File: src/rtl/soft_clock_cmd_master_if.sv
// ============================================================================
//  Module      : soft_clock_cmd_master_if
//  Description : Groups the request/response handshake and the IPIF-style
//                write bus used by soft_clock_cmd_master.
//                master modport : view of the command master (the DUT)
//                slave  modport : view of the requester + clock-gate slave
//  Signals     : Req_Valid/Ready/Enable/Force/Code  request channel
//                Bus2IP_WrCE/Data/BE                write strobe, data, enables
//                Clk2Bus_WrAck/Error/ToutSup        slave answers
//                Rsp_Valid/Status, Clk_Enabled      completion + shadow state
//  Revision    : 1.0 - initial release
// ============================================================================
`default_nettype none

interface soft_clock_cmd_master_if #(
    parameter int C_SIPIF_DWIDTH = 32
);
    logic                          Req_Valid;
    logic                          Req_Ready;
    logic                          Req_Enable;
    logic                          Req_Force;
    logic [3:0]                    Req_Code;
    logic                          Bus2IP_WrCE;
    logic [0:C_SIPIF_DWIDTH-1]     Bus2IP_Data;
    logic [0:C_SIPIF_DWIDTH/8-1]   Bus2IP_BE;
    logic                          Clk2Bus_WrAck;
    logic                          Clk2Bus_Error;
    logic                          Clk2Bus_ToutSup;
    logic                          Rsp_Valid;
    logic [1:0]                    Rsp_Status;
    logic                          Clk_Enabled;

    modport master (
        input  Req_Valid, Req_Enable, Req_Force, Req_Code,
        input  Clk2Bus_WrAck, Clk2Bus_Error, Clk2Bus_ToutSup,
        output Req_Ready, Bus2IP_WrCE, Bus2IP_Data, Bus2IP_BE,
        output Rsp_Valid, Rsp_Status, Clk_Enabled
    );

    modport slave (
        output Req_Valid, Req_Enable, Req_Force, Req_Code,
        output Clk2Bus_WrAck, Clk2Bus_Error, Clk2Bus_ToutSup,
        input  Req_Ready, Bus2IP_WrCE, Bus2IP_Data, Bus2IP_BE,
        input  Rsp_Valid, Rsp_Status, Clk_Enabled
    );
endinterface

`default_nettype wire

File: src/rtl/soft_clock_cmd_master.sv
// ============================================================================
//  Module      : soft_clock_cmd_master
//  Description : Bus initiator for the soft clock-gate slave. Accepts
//                enable/disable requests, issues a single-beat write held
//                until WrAck/Error or a timeout, retries on timeout, returns
//                one status pulse per request and shadows the clock state.
//  Ports       : Bus2IP_Clk   - sole clock
//                Bus2IP_Reset - synchronous active-high reset
//                bus          - soft_clock_cmd_master_if.master
//  Revision    : 1.0 - initial release
// ============================================================================
`default_nettype none

module soft_clock_cmd_master #(
    parameter int C_SIPIF_DWIDTH = 32,
    parameter int C_TIMEOUT      = 16,
    parameter int C_MAX_RETRY    = 2
) (
    input  wire logic                  Bus2IP_Clk,
    input  wire logic                  Bus2IP_Reset,
    soft_clock_cmd_master_if.master    bus
);

    localparam int DW = C_SIPIF_DWIDTH;
    localparam int TW = (C_TIMEOUT > 1) ? $clog2(C_TIMEOUT) : 1;
    localparam int RW = (C_MAX_RETRY > 0) ? (($clog2(C_MAX_RETRY + 1) > 0) ? $clog2(C_MAX_RETRY + 1) : 1) : 1;

    localparam logic [3:0]    CODE_EN   = 4'b1010;
    localparam logic [3:0]    CODE_DIS  = 4'b0101;
    localparam logic [TW-1:0] TOUT_LAST = TW'(C_TIMEOUT - 1);
    localparam logic [RW-1:0] RETRY_MAX = RW'(C_MAX_RETRY);

    localparam logic [1:0] ST_OK    = 2'b00;
    localparam logic [1:0] ST_ERR   = 2'b01;
    localparam logic [1:0] ST_TOUT  = 2'b10;

    typedef enum logic [1:0] {
        S_IDLE  = 2'd0,
        S_ISSUE = 2'd1,
        S_GAP   = 2'd2,
        S_RESP  = 2'd3
    } state_t;

    state_t         state_q,  state_d;
    logic [3:0]     code_q,   code_d;
    logic           intent_q, intent_d;
    logic [RW-1:0]  retry_q,  retry_d;
    logic [TW-1:0]  tcnt_q,   tcnt_d;
    logic [1:0]     status_q, status_d;
    logic           clken_q,  clken_d;

    always_ff @(posedge Bus2IP_Clk) begin
        if (Bus2IP_Reset) begin
            state_q  <= S_IDLE;
            code_q   <= 4'b0000;
            intent_q <= 1'b0;
            retry_q  <= '0;
            tcnt_q   <= '0;
            status_q <= ST_OK;
            clken_q  <= 1'b1;   // slave comes out of reset with its clock running
        end else begin
            state_q  <= state_d;
            code_q   <= code_d;
            intent_q <= intent_d;
            retry_q  <= retry_d;
            tcnt_q   <= tcnt_d;
            status_q <= status_d;
            clken_q  <= clken_d;
        end
    end

    always_comb begin
        state_d  = state_q;
        code_d   = code_q;
        intent_d = intent_q;
        retry_d  = retry_q;
        tcnt_d   = tcnt_q;
        status_d = status_q;
        clken_d  = clken_q;

        case (state_q)
            S_IDLE: begin
                if (bus.Req_Valid) begin
                    code_d   = bus.Req_Force ? bus.Req_Code
                                             : (bus.Req_Enable ? CODE_EN : CODE_DIS);
                    intent_d = bus.Req_Enable;
                    retry_d  = '0;
                    tcnt_d   = '0;
                    state_d  = S_ISSUE;
                end
            end
            S_ISSUE: begin
                // WrAck wins over Error, and an answer wins over the timeout
                // check so an ack in the last allowed cycle still succeeds.
                if (bus.Clk2Bus_WrAck) begin
                    status_d = ST_OK;
                    // Only a recognised command changes the slave's gate state.
                    if ((code_q == CODE_EN) || (code_q == CODE_DIS)) begin
                        clken_d = intent_q;
                    end
                    state_d = S_RESP;
                end else if (bus.Clk2Bus_Error) begin
                    status_d = ST_ERR;
                    state_d  = S_RESP;
                end else if (tcnt_q == TOUT_LAST) begin
                    if (retry_q < RETRY_MAX) begin
                        retry_d = retry_q + 1'b1;
                        state_d = S_GAP;
                    end else begin
                        status_d = ST_TOUT;
                        state_d  = S_RESP;
                    end
                end else if (!bus.Clk2Bus_ToutSup) begin
                    tcnt_d = tcnt_q + 1'b1;
                end
            end
            S_GAP: begin
                tcnt_d  = '0;
                state_d = S_ISSUE;
            end
            S_RESP: begin
                state_d = S_IDLE;
            end
            default: begin
                state_d = S_IDLE;
            end
        endcase
    end

    logic          wrce_w;
    logic [0:DW-1] data_w;

    assign wrce_w = (state_q == S_ISSUE);

    // Code sits in the last four bits of the big-endian bus word.
    always_comb begin
        data_w = '0;
        if (wrce_w) begin
            data_w[DW-4:DW-1] = code_q;
        end
    end

    assign bus.Req_Ready   = (state_q == S_IDLE);
    assign bus.Bus2IP_WrCE = wrce_w;
    assign bus.Bus2IP_Data = data_w;
    assign bus.Bus2IP_BE   = {(DW/8){wrce_w}};
    assign bus.Rsp_Valid   = (state_q == S_RESP);
    assign bus.Rsp_Status  = (state_q == S_RESP) ? status_q : 2'b00;
    assign bus.Clk_Enabled = clken_q;

endmodule

`default_nettype wire

File: src/flat_wrapper.sv
// flat-port wrapper written by rule: the top's interface ports become plain ports
module soft_clock_cmd_master_flat 
#(
    parameter int C_SIPIF_DWIDTH = 32,
    parameter int C_TIMEOUT      = 16,
    parameter int C_MAX_RETRY    = 2
)
  (Bus2IP_Clk, Bus2IP_Reset, bus_Req_Valid, bus_Req_Enable, bus_Req_Force, bus_Req_Code, bus_Clk2Bus_WrAck, bus_Clk2Bus_Error, bus_Clk2Bus_ToutSup, bus_Req_Ready, bus_Bus2IP_WrCE, bus_Bus2IP_Data, bus_Bus2IP_BE, bus_Rsp_Valid, bus_Rsp_Status, bus_Clk_Enabled);
  soft_clock_cmd_master_if #(.C_SIPIF_DWIDTH(C_SIPIF_DWIDTH)) bus_i ();
  input  wire logic Bus2IP_Clk;
  input  wire logic Bus2IP_Reset;
  input wire logic [$bits(bus_i.Req_Valid)-1:0] bus_Req_Valid;
  input wire logic [$bits(bus_i.Req_Enable)-1:0] bus_Req_Enable;
  input wire logic [$bits(bus_i.Req_Force)-1:0] bus_Req_Force;
  input wire logic [$bits(bus_i.Req_Code)-1:0] bus_Req_Code;
  input wire logic [$bits(bus_i.Clk2Bus_WrAck)-1:0] bus_Clk2Bus_WrAck;
  input wire logic [$bits(bus_i.Clk2Bus_Error)-1:0] bus_Clk2Bus_Error;
  input wire logic [$bits(bus_i.Clk2Bus_ToutSup)-1:0] bus_Clk2Bus_ToutSup;
  output wire logic [$bits(bus_i.Req_Ready)-1:0] bus_Req_Ready;
  output wire logic [$bits(bus_i.Bus2IP_WrCE)-1:0] bus_Bus2IP_WrCE;
  output wire logic [$bits(bus_i.Bus2IP_Data)-1:0] bus_Bus2IP_Data;
  output wire logic [$bits(bus_i.Bus2IP_BE)-1:0] bus_Bus2IP_BE;
  output wire logic [$bits(bus_i.Rsp_Valid)-1:0] bus_Rsp_Valid;
  output wire logic [$bits(bus_i.Rsp_Status)-1:0] bus_Rsp_Status;
  output wire logic [$bits(bus_i.Clk_Enabled)-1:0] bus_Clk_Enabled;
  assign bus_i.Req_Valid = bus_Req_Valid;
  assign bus_i.Req_Enable = bus_Req_Enable;
  assign bus_i.Req_Force = bus_Req_Force;
  assign bus_i.Req_Code = bus_Req_Code;
  assign bus_i.Clk2Bus_WrAck = bus_Clk2Bus_WrAck;
  assign bus_i.Clk2Bus_Error = bus_Clk2Bus_Error;
  assign bus_i.Clk2Bus_ToutSup = bus_Clk2Bus_ToutSup;
  assign bus_Req_Ready = bus_i.Req_Ready;
  assign bus_Bus2IP_WrCE = bus_i.Bus2IP_WrCE;
  assign bus_Bus2IP_Data = bus_i.Bus2IP_Data;
  assign bus_Bus2IP_BE = bus_i.Bus2IP_BE;
  assign bus_Rsp_Valid = bus_i.Rsp_Valid;
  assign bus_Rsp_Status = bus_i.Rsp_Status;
  assign bus_Clk_Enabled = bus_i.Clk_Enabled;
  soft_clock_cmd_master #(.C_SIPIF_DWIDTH(C_SIPIF_DWIDTH), .C_TIMEOUT(C_TIMEOUT), .C_MAX_RETRY(C_MAX_RETRY)) u_core (.Bus2IP_Clk(Bus2IP_Clk), .Bus2IP_Reset(Bus2IP_Reset), .bus(bus_i));
endmodule
File: config.mk
export PLATFORM = sky130hd
export DESIGN_NAME = soft_clock_cmd_master_flat
export DESIGN_NICKNAME = d
export VERILOG_FILES = /design/src/rtl/soft_clock_cmd_master_if.sv /design/src/rtl/soft_clock_cmd_master.sv /design/src/flat_wrapper.sv
export SDC_FILE = /design/constraint.sdc
export NUM_CORES = 1
export LEC_CHECK = 0
export ABC_AREA = 1
export CAP_MARGIN = 25
export CORE_MARGIN = 2
export CORE_UTILIZATION = 35
export CTS_BUF_LIST = sky130_fd_sc_hd__clkbuf_2 sky130_fd_sc_hd__clkbuf_4 sky130_fd_sc_hd__clkbuf_8
export CTS_CLUSTER_SIZE = 25
export DETAILED_ROUTE_END_ITERATION = 16
export HOLD_SLACK_MARGIN = 0.15
export MAX_ROUTING_LAYER = met4
export PLACE_DENSITY = 0.71
export RECOVER_POWER = 100
export SETUP_SLACK_MARGIN = 0.05
export SLEW_MARGIN = 40
export SYNTH_ARGS = -nofsm -noshare
export SYNTH_HDL_FRONTEND = slang
export SYNTH_SLANG_ARGS = --single-unit
File: constraint.sdc
create_clock -name Bus2IP_Clk -period 3.05 [get_ports Bus2IP_Clk]
set_input_delay 0.61 -clock Bus2IP_Clk [delete_from_list [all_inputs] [get_ports Bus2IP_Clk]]
set_output_delay 0.61 -clock Bus2IP_Clk [all_outputs]
set_load 0.01 [all_outputs]
# After elaboration in Yosys (flattened, before gate mapping)

Cells that the tools add are included.

Add/sub/neg operators: 2
Magnitude comparators: 1
Reduce and logical (&&, ||, !) cells: 11
Eq/ne operators: 15
Multiplexer cells: 26

Operator list:

| cell                  | number |
|---|---|
| $mux W4               | 8 |
| $mux W2               | 14 |
| $pmux W4 S3           | 1 |
| $reduce_and A6 Y1     | 2 |
| $ne A2 B2 Y1 const B  | 5 |
| $eq A4 B4 Y1 const B  | 2 |
| $pmux W2 S4           | 1 |
| $reduce_and A3 Y1     | 2 |
| $reduce_bool A3 Y1    | 2 |
| $add A4 B1 Y4 const B | 1 |
| $eq A2 B2 Y1 const B  | 2 |
| $eq A4 B3 Y1 const B  | 1 |
| $ne A2 B1 Y1 const B  | 2 |
| $ne A4 B3 Y1 const B  | 1 |
| $pmux W2 S2           | 1 |
| $reduce_and A2 Y1     | 2 |
| $ne A3 B3 Y1 const B  | 1 |
| $add A2 B1 Y2 const B | 1 |
| $eq A2 B1 Y1 const B  | 1 |
| $logic_not A2 Y1      | 1 |
| $lt A2 B2 Y1 const B  | 1 |
| $reduce_bool A2 Y1    | 1 |
| $logic_or A1 B1 Y1    | 1 |
| $mux W1               | 1 |

Word-level logic and storage cells: 62
Bits in registers: 16
Output and inout bits: 42
Bits of input ports: 12

# Longest topological paths before layout

Depth after elaboration: 6
Mapped depth: 9
Mapped depth without buffers: 9

# Least setup slack after synthesis

Ideal clock, no wire load.

Path type: register -> output
Start: register u_core.state_q[0]
End: output port bus_Bus2IP_Data[0]
Stages on the path, launching flop included: 5
Setup slack: 1.628 ns
Arrival time: 0.812 ns
Data required time: 2.440 ns
Path buffers: 2
Cell sequence: dfxtp_1 -> buf_4 -> nand2_2 -> buf_4 -> nor2_1

Cells in the longest elaborated chain, start to end: 2

Ends and longest elaborated chain:

| item                   | RTL line                     | text |
|---|---|---|
| start, declared        | soft_clock_cmd_master.sv:44  | `state_t state_q, state_d;` |
| start signal, assigned | soft_clock_cmd_master.sv:62  | `state_q <= state_d;` |
| $eq A2 B1 Y1           | soft_clock_cmd_master.sv:133 | `assign wrce_w = (state_q == S_ISSUE);` |
| $mux W4                | soft_clock_cmd_master.sv:138 | `if (wrce_w) begin` |
| end, declared          | flat_wrapper.sv:21           | `output wire logic [$bits(bus_i.Bus2IP_Data)-1:0] bus_Bus2IP_Data;` |

No other way between the ends.

# Worst setup path in the final report

Start: register u_core.state_q[0]
End: output port bus_Bus2IP_BE[3]

Cells in the longest elaborated chain, start to end: 1

Ends and longest elaborated chain:

| item          | RTL line                     | text |
|---|---|---|
| $eq A2 B1 Y1  | soft_clock_cmd_master.sv:133 |  |
| end, declared | flat_wrapper.sv:22           | `output wire logic [$bits(bus_i.Bus2IP_BE)-1:0] bus_Bus2IP_BE;` |

No other way between the ends.

==> results.md <==
- N_diodes: 0
- Area of the multi-input gates: around 610 sq um
- Cell Area, Placed: approximately 0.0013 sq mm
- Final hold vios: 0
- Seq/Total Area, Yosys: 0.271
- Design area: 0.00136 sq mm
- Gr usage total: 0.129
- CORE AREA: roughly 0.0033 sq mm
- Top delay family on crit path: buffers and inverters
- Commonest non-fill, non-tap cell in the layout: nand2_1
- Num ports: between 50 and 60
- Pre-CTS setup slack: between 900 and 1000 ps
- Final Net Count: 222
- Core Rows: 21
- Layout cells sized above 1: 0.0433
- Total die area: roughly 0.0039 sq mm
- Sink Count: 16
- Vias: ~1100
- DR WL/cell: 9.04 microns
- Critical-path cell list: nand2_1 > inv_2 > dlygate4sd3_1
- Leak pwr: roughly 0.65 nW
- Yosys cell types: 22
- Final slew viol count: 0
- Crit path kind: flop to output pin
- Max_cap viols: 0
- Final worst slack: between 400 and 500 ps
- Hold/Removal Path Class: flop to flop
- Final period utilization: 0.850
- Clk buf depth: 2
- DRC Markers: 0
- Avg Vias per Cell: around 4.3
- Crit path launch type: flop
- Detailed router's first-iteration violation count: 21
- GR Overflow Total: 0
- Synth Warn #: 0
- Setup TNS: 0 ps
- Status: finished clean
- CP Max Fanout: 12
- Setup violators final: 0
- CTS clock-pin slew for the worst setup and hold paths: around 100 ps
- Reg area: 320 sq um
- Post-CTS Resized: 0
- Tmin final: roughly 2600 ps
- Largest net degree at the start of global routing: 13
- Worst-skew pair later-pin latency: 290 ps
- Num CTS Buffers: 3
- Post-Synthesis Cells: approximately 190
- Routed wire length: approximately 2.3 mm
- Placer Congestion: roughly 0.85
- Crit end category: output pin
- Routed Antenna Nets: 0
- Initial antenna violation count: 0
- TritonCTS clock tree: yes
- RSZ-0062 raised after global routing: no
- Worst Skew: around 3.8 ps
- Peak supply drop: around 0.19 mV
- Post-CTS Hold Fix Bufs: 0
- Die height: ~62 microns
- Most frequent cells in the layout: nand2_1 (38), nor2_1 (29), conb_1 (28)
- Initial Util: 0.360
- Port bufs: 25
- PD cells: roughly 420 mW/mm^2
- Root Buffer: clkbuf_4
- Area Overhead vs Synth: 14.7%
- Slowest CP cell: dlygate4sd3_1
- H-tree levels: 1
- Setup bufs post-CTS: 0
- Drt first pass iters: 4
- CP peak stage delay: approximately 630 ps
- HPWL after DPL: ~1.8 mm
- Req. time, crit path: around 2400 ps
- Vias in the first global route: between 900 and 1000
- Die span in x: 62.2 microns
- Fmax: approximately 390 MHz
- Fillers: roughly 370
- Cell Area, Synth: about 0.0012 sq mm
- Crit path DAT: slightly below 2000 ps
- #FFs+latches synth: 16
- WP buf/inv: 2
- Mapped Avg Cell Area: approximately 6.3 sq um
- First-pass GRT wire length: 3.90 mm
cells in the mapped netlist:
cell / instances / area share
a21oi_1: 10 / 0.042
nand4_1: 2 / 0.011
ha_1: 1 / 0.011
o21ai_1: 5 / 0.021
conb_1: 1 / 0.0032
clkbuf_1: 1 / 0.0032
o21a_1: 1 / 0.0063
inv_1: 19 / 0.060
o21ai_0: 6 / 0.025
nor2_2: 1 / 0.0053
nor2_1: 27 / 0.086
nand3_1: 14 / 0.059
nor2_4: 1 / 0.0095
or2_0: 1 / 0.0053
buf_4: 34 / 0.22
dfxtp_1: 16 / 0.27
inv_2: 2 / 0.0063
a211oi_1: 2 / 0.013
clkinv_1: 1 / 0.0032
o22ai_1: 1 / 0.0053
nand2_1: 37 / 0.12
nand2_2: 4 / 0.021
worst register-to-register path, delay by kind of cell, from the launching register on:
family                 cells  cell delay [ps]
and+or+nand+nor            7              960
buffers and inverters      2              260
DFF                        1              450
registers in the layout (all words and copies together) (netlist names):
name,cells
u_core.code_q,4
u_core.status_q,2
u_core.state_q,2
u_core.intent_q,1
u_core.bus.Clk_Enabled,1
u_core.retry_q,2
u_core.tcnt_q,4
where the power goes:
group | switching (mW) | leakage, nW | internal, mW
Sequential | 0.0191 | 0.131 | 0.229
Clock | 0.0699 | 0.0210 | 0.0726
Combinational | 0.108 | 0.498 | 0.0704
Total | 0.197 | 0.650 | 0.372
worst paths after layout:
kind	startpoint	end	slack, ps	cells past startpoint
max	u_core.state_q[0]	bus_Bus2IP_BE[3]	460	3
min	u_core.bus.Clk_Enabled	u_core.bus.Clk_Enabled	460	2
max reg2reg	u_core.state_q[1]	u_core.tcnt_q[3]	1280	9
min reg2reg	u_core.bus.Clk_Enabled	u_core.bus.Clk_Enabled	460	2
stage by stage:
stage          hold slack, ps  power (mW)  instances   util
6_report                  464       0.569        254  0.413
3_3_place_gp              450       0.442        250  0.406
5_1_grt                   502       0.610        254  0.413
3_5_place_dp              448       0.444        250  0.406
2_1_floorplan             435       0.415        214      -
4_1_cts                   471       0.586        254  0.417
cell type report:
class,instances,share of cell area
Multi-Input combinational cell,141,0.450
Inverter,22,0.0608
Sequential cell,16,0.236
Tap cell,46,0.0424
Timing Repair Buffer,25,0.184
Clock buffer,4,0.0267
layer usage:
metal  track usage  share of wire  up-vias
li1              -              -      567
met1         0.142           0.45      471
met2         0.221           0.47       40
met3        0.0254          0.067        2
met4        0.0667          0.015        0
met5             -              0        -
kinds of logic after synthesis:
kind of cell             Yosys count  share of synthesized area
AO/OA/AOI/OAI                     25                      0.113
AND/OR/NAND/NOR                   87                      0.314
flip-flops                        16                      0.271
adder cells (fa/ha/maj)            1                     0.0106
buffers and inverters             57                      0.289
other                              1                    0.00317
No activity file was read; power rests on OpenSTA's default activity.
==> RTL edit: new RTL, config.mk and constraints unchanged <==
`C_MAX_RETRY` is set to 2 in 2 places; all go to 1.
--- a/src/rtl/soft_clock_cmd_master.sv
+++ b/src/rtl/soft_clock_cmd_master.sv
@@ -14,7 +14,7 @@
 module soft_clock_cmd_master #(
     parameter int C_SIPIF_DWIDTH = 32,
     parameter int C_TIMEOUT      = 16,
-    parameter int C_MAX_RETRY    = 2
+    parameter int C_MAX_RETRY    = 1
 ) (
     input  wire logic                  Bus2IP_Clk,
     input  wire logic                  Bus2IP_Reset,
--- a/src/flat_wrapper.sv
+++ b/src/flat_wrapper.sv
@@ -3,7 +3,7 @@
 #(
     parameter int C_SIPIF_DWIDTH = 32,
     parameter int C_TIMEOUT      = 16,
-    parameter int C_MAX_RETRY    = 2
+    parameter int C_MAX_RETRY    = 1
 )
   (Bus2IP_Clk, Bus2IP_Reset, bus_Req_Valid, bus_Req_Enable, bus_Req_Force, bus_Req_Code, bus_Clk2Bus_WrAck, bus_Clk2Bus_Error, bus_Clk2Bus_ToutSup, bus_Req_Ready, bus_Bus2IP_WrCE, bus_Bus2IP_Data, bus_Bus2IP_BE, bus_Rsp_Valid, bus_Rsp_Status, bus_Clk_Enabled);
   soft_clock_cmd_master_if #(.C_SIPIF_DWIDTH(C_SIPIF_DWIDTH)) bus_i ();
Check against the original RTL: no difference found for any inputs over 10 cycles, from zero or initial values and one cycle with Bus2IP_Reset high; that may be too few to reach the edited logic, so the function may still have changed.
==> RTL edit against the unedited design <==
Synthesized cell count shrank 14%. Sequential power down 8.5%. Setup slack gained 0.14 ns. Total power shrank 11%. Synthesized area down 9.0%. Sequential cell count is 1 lower. Core utilization shrank 0.16 points. Final area fell by 9.7%. First-iteration DRC count is 9.5% higher. Wire length down 15%. Combinational power shrank 16%. Critical path type unchanged. Largest cell class unchanged.
==> RTL edit: results (changes against the unedited design) <==
[global_route]
grt_max_degree = 12  ; -1
grt_pass1_vias = 810  ; -13%
antenna_found_initial = 0  ; unchanged
grt_pass1_wl_microns = 3270  ; -16%
track_usage_pct = 12.8  ; -0.12 points

[timing]
slew_headroom_pct = 62.7
clock_skew_ns = 0.00530  ; +0.00150 ns
finalSetupViolCount = 0  ; unchanged

[worst_hold_path]
worstHoldStart = u_core.bus.Clk_Enabled

[synth]
synth_ff_type = dfxtp_1
synth_fa_ha_area_share_pct = 1.16  ; +0.10 points
ys_top_cells_by_count = 32 x buf_4, 28 x nand2_1, 22 x nor2_1, 18 x inv_1, 15 x dfxtp_1
synth-seq-area-share_pct = 27.9  ; +0.81 points
ys_types = 24  ; +9.1%
synth_area_leaders = dfxtp_1 28%, buf_4 22%, nand2_1 9.8%, nor2_1 7.7%, inv_1 6.3%
synth-compound-area-share_pct = 9.41  ; -1.9 points
synth_xor_area_share_pct = 0  ; unchanged

[clock_network]
path_clk_slew_ns = 0.09
cts_buffers = 3  ; unchanged
clock_latency_ns = 0.29  ; about the same
post_cts_buffers = 0  ; unchanged

[layout]
final_nets = 198  ; -11%
drive_gt1_share_pct = 5.98  ; +1.7 points
fillers = 338  ; -7.7%

[placed_design]
pre_cts_slack_ns = 1.13  ; +0.198 ns
globalplace.congestion = 0.756  ; -11%
dpl.hpwl_microns = 1520  ; -18%

[route]
vias = 943  ; -13%
drtIter0Drc = 23  ; +9.5%
avgRoutedWirePerCell_microns = 8.96  ; -0.85%

[setup_path]
slowest_stage = dlygate4sd3_1
crit_path_max_fanout = 11  ; -1
arrival_ns = 1.84  ; -0.14 ns
worstSetupStartpoint = u_core.state_q[0]

[power_and_ir_drop]
p_switching_uw = 170  ; -13%
leakagePower_nw = 0.606  ; -6.9%
peakVddDrop_mv = 0.236  ; +25%

[outcome]
outcome = complete, no violations

[RTL edit: final cells by class]
class                      instances  area [sq um]  area share (%)
clock buffer                       4          30.0            2.45
inverter                          21          86.3            7.04
multi-input combinational        119           518            42.2
sequential                        15           300            24.5
tap                               33          41.3            3.37
timing repair buffer              25           250            20.4
[RTL edit: worst paths after layout]
path | to | slack (ns) | cells past startpoint
setup reg to reg | u_core.tcnt_q[2] | 1.51 | 7
setup / recovery | bus_Bus2IP_Data[3] | 0.60 | 3
hold reg to reg | u_core.bus.Clk_Enabled | 0.47 | 2
hold / removal | u_core.bus.Clk_Enabled | 0.47 | 2
[RTL edit: power groups by stage]
stage	combinational (mW)	clock, mW	sequential [mW]
2_1_floorplan	0.144	0	0.228
3_3_place_gp	0.159	0	0.232
3_5_place_dp	0.161	0	0.232
4_1_cts	0.162	0.130	0.227
5_1_grt	0.172	0.141	0.230
6_report	0.150	0.127	0.227
[RTL edit: through the flow]
stage / instance area (sq um) / power (mW) / hold slack, ns / std cells / utilization (%)
CTS: 1250 / 0.520 / 0.482 / 217 / 41.9
global route: 1230 / 0.543 / 0.510 / 217 / 41.2
floorplan: 1180 / 0.371 / 0.440 / 188 / -
finish: 1230 / 0.504 / 0.465 / 217 / 41.2
global placement: 1220 / 0.391 / 0.442 / 213 / 40.9
detailed placement: 1220 / 0.393 / 0.453 / 213 / 40.9
[RTL edit: layer usage]
layer	vias up	wire length (microns)	track usage, %
met1	399	873	14.7
met5	-	0	-
met3	5	200	5.46
met2	47	844	20.1
li1	492	-	-
met4	0	25	3.90
[RTL edit: critical path: cells and delay by family (launching register included)]
kind	cells	cell delay, ns
simple gates	2	0.50
flops	1	0.42
buf+inv	1	0.62
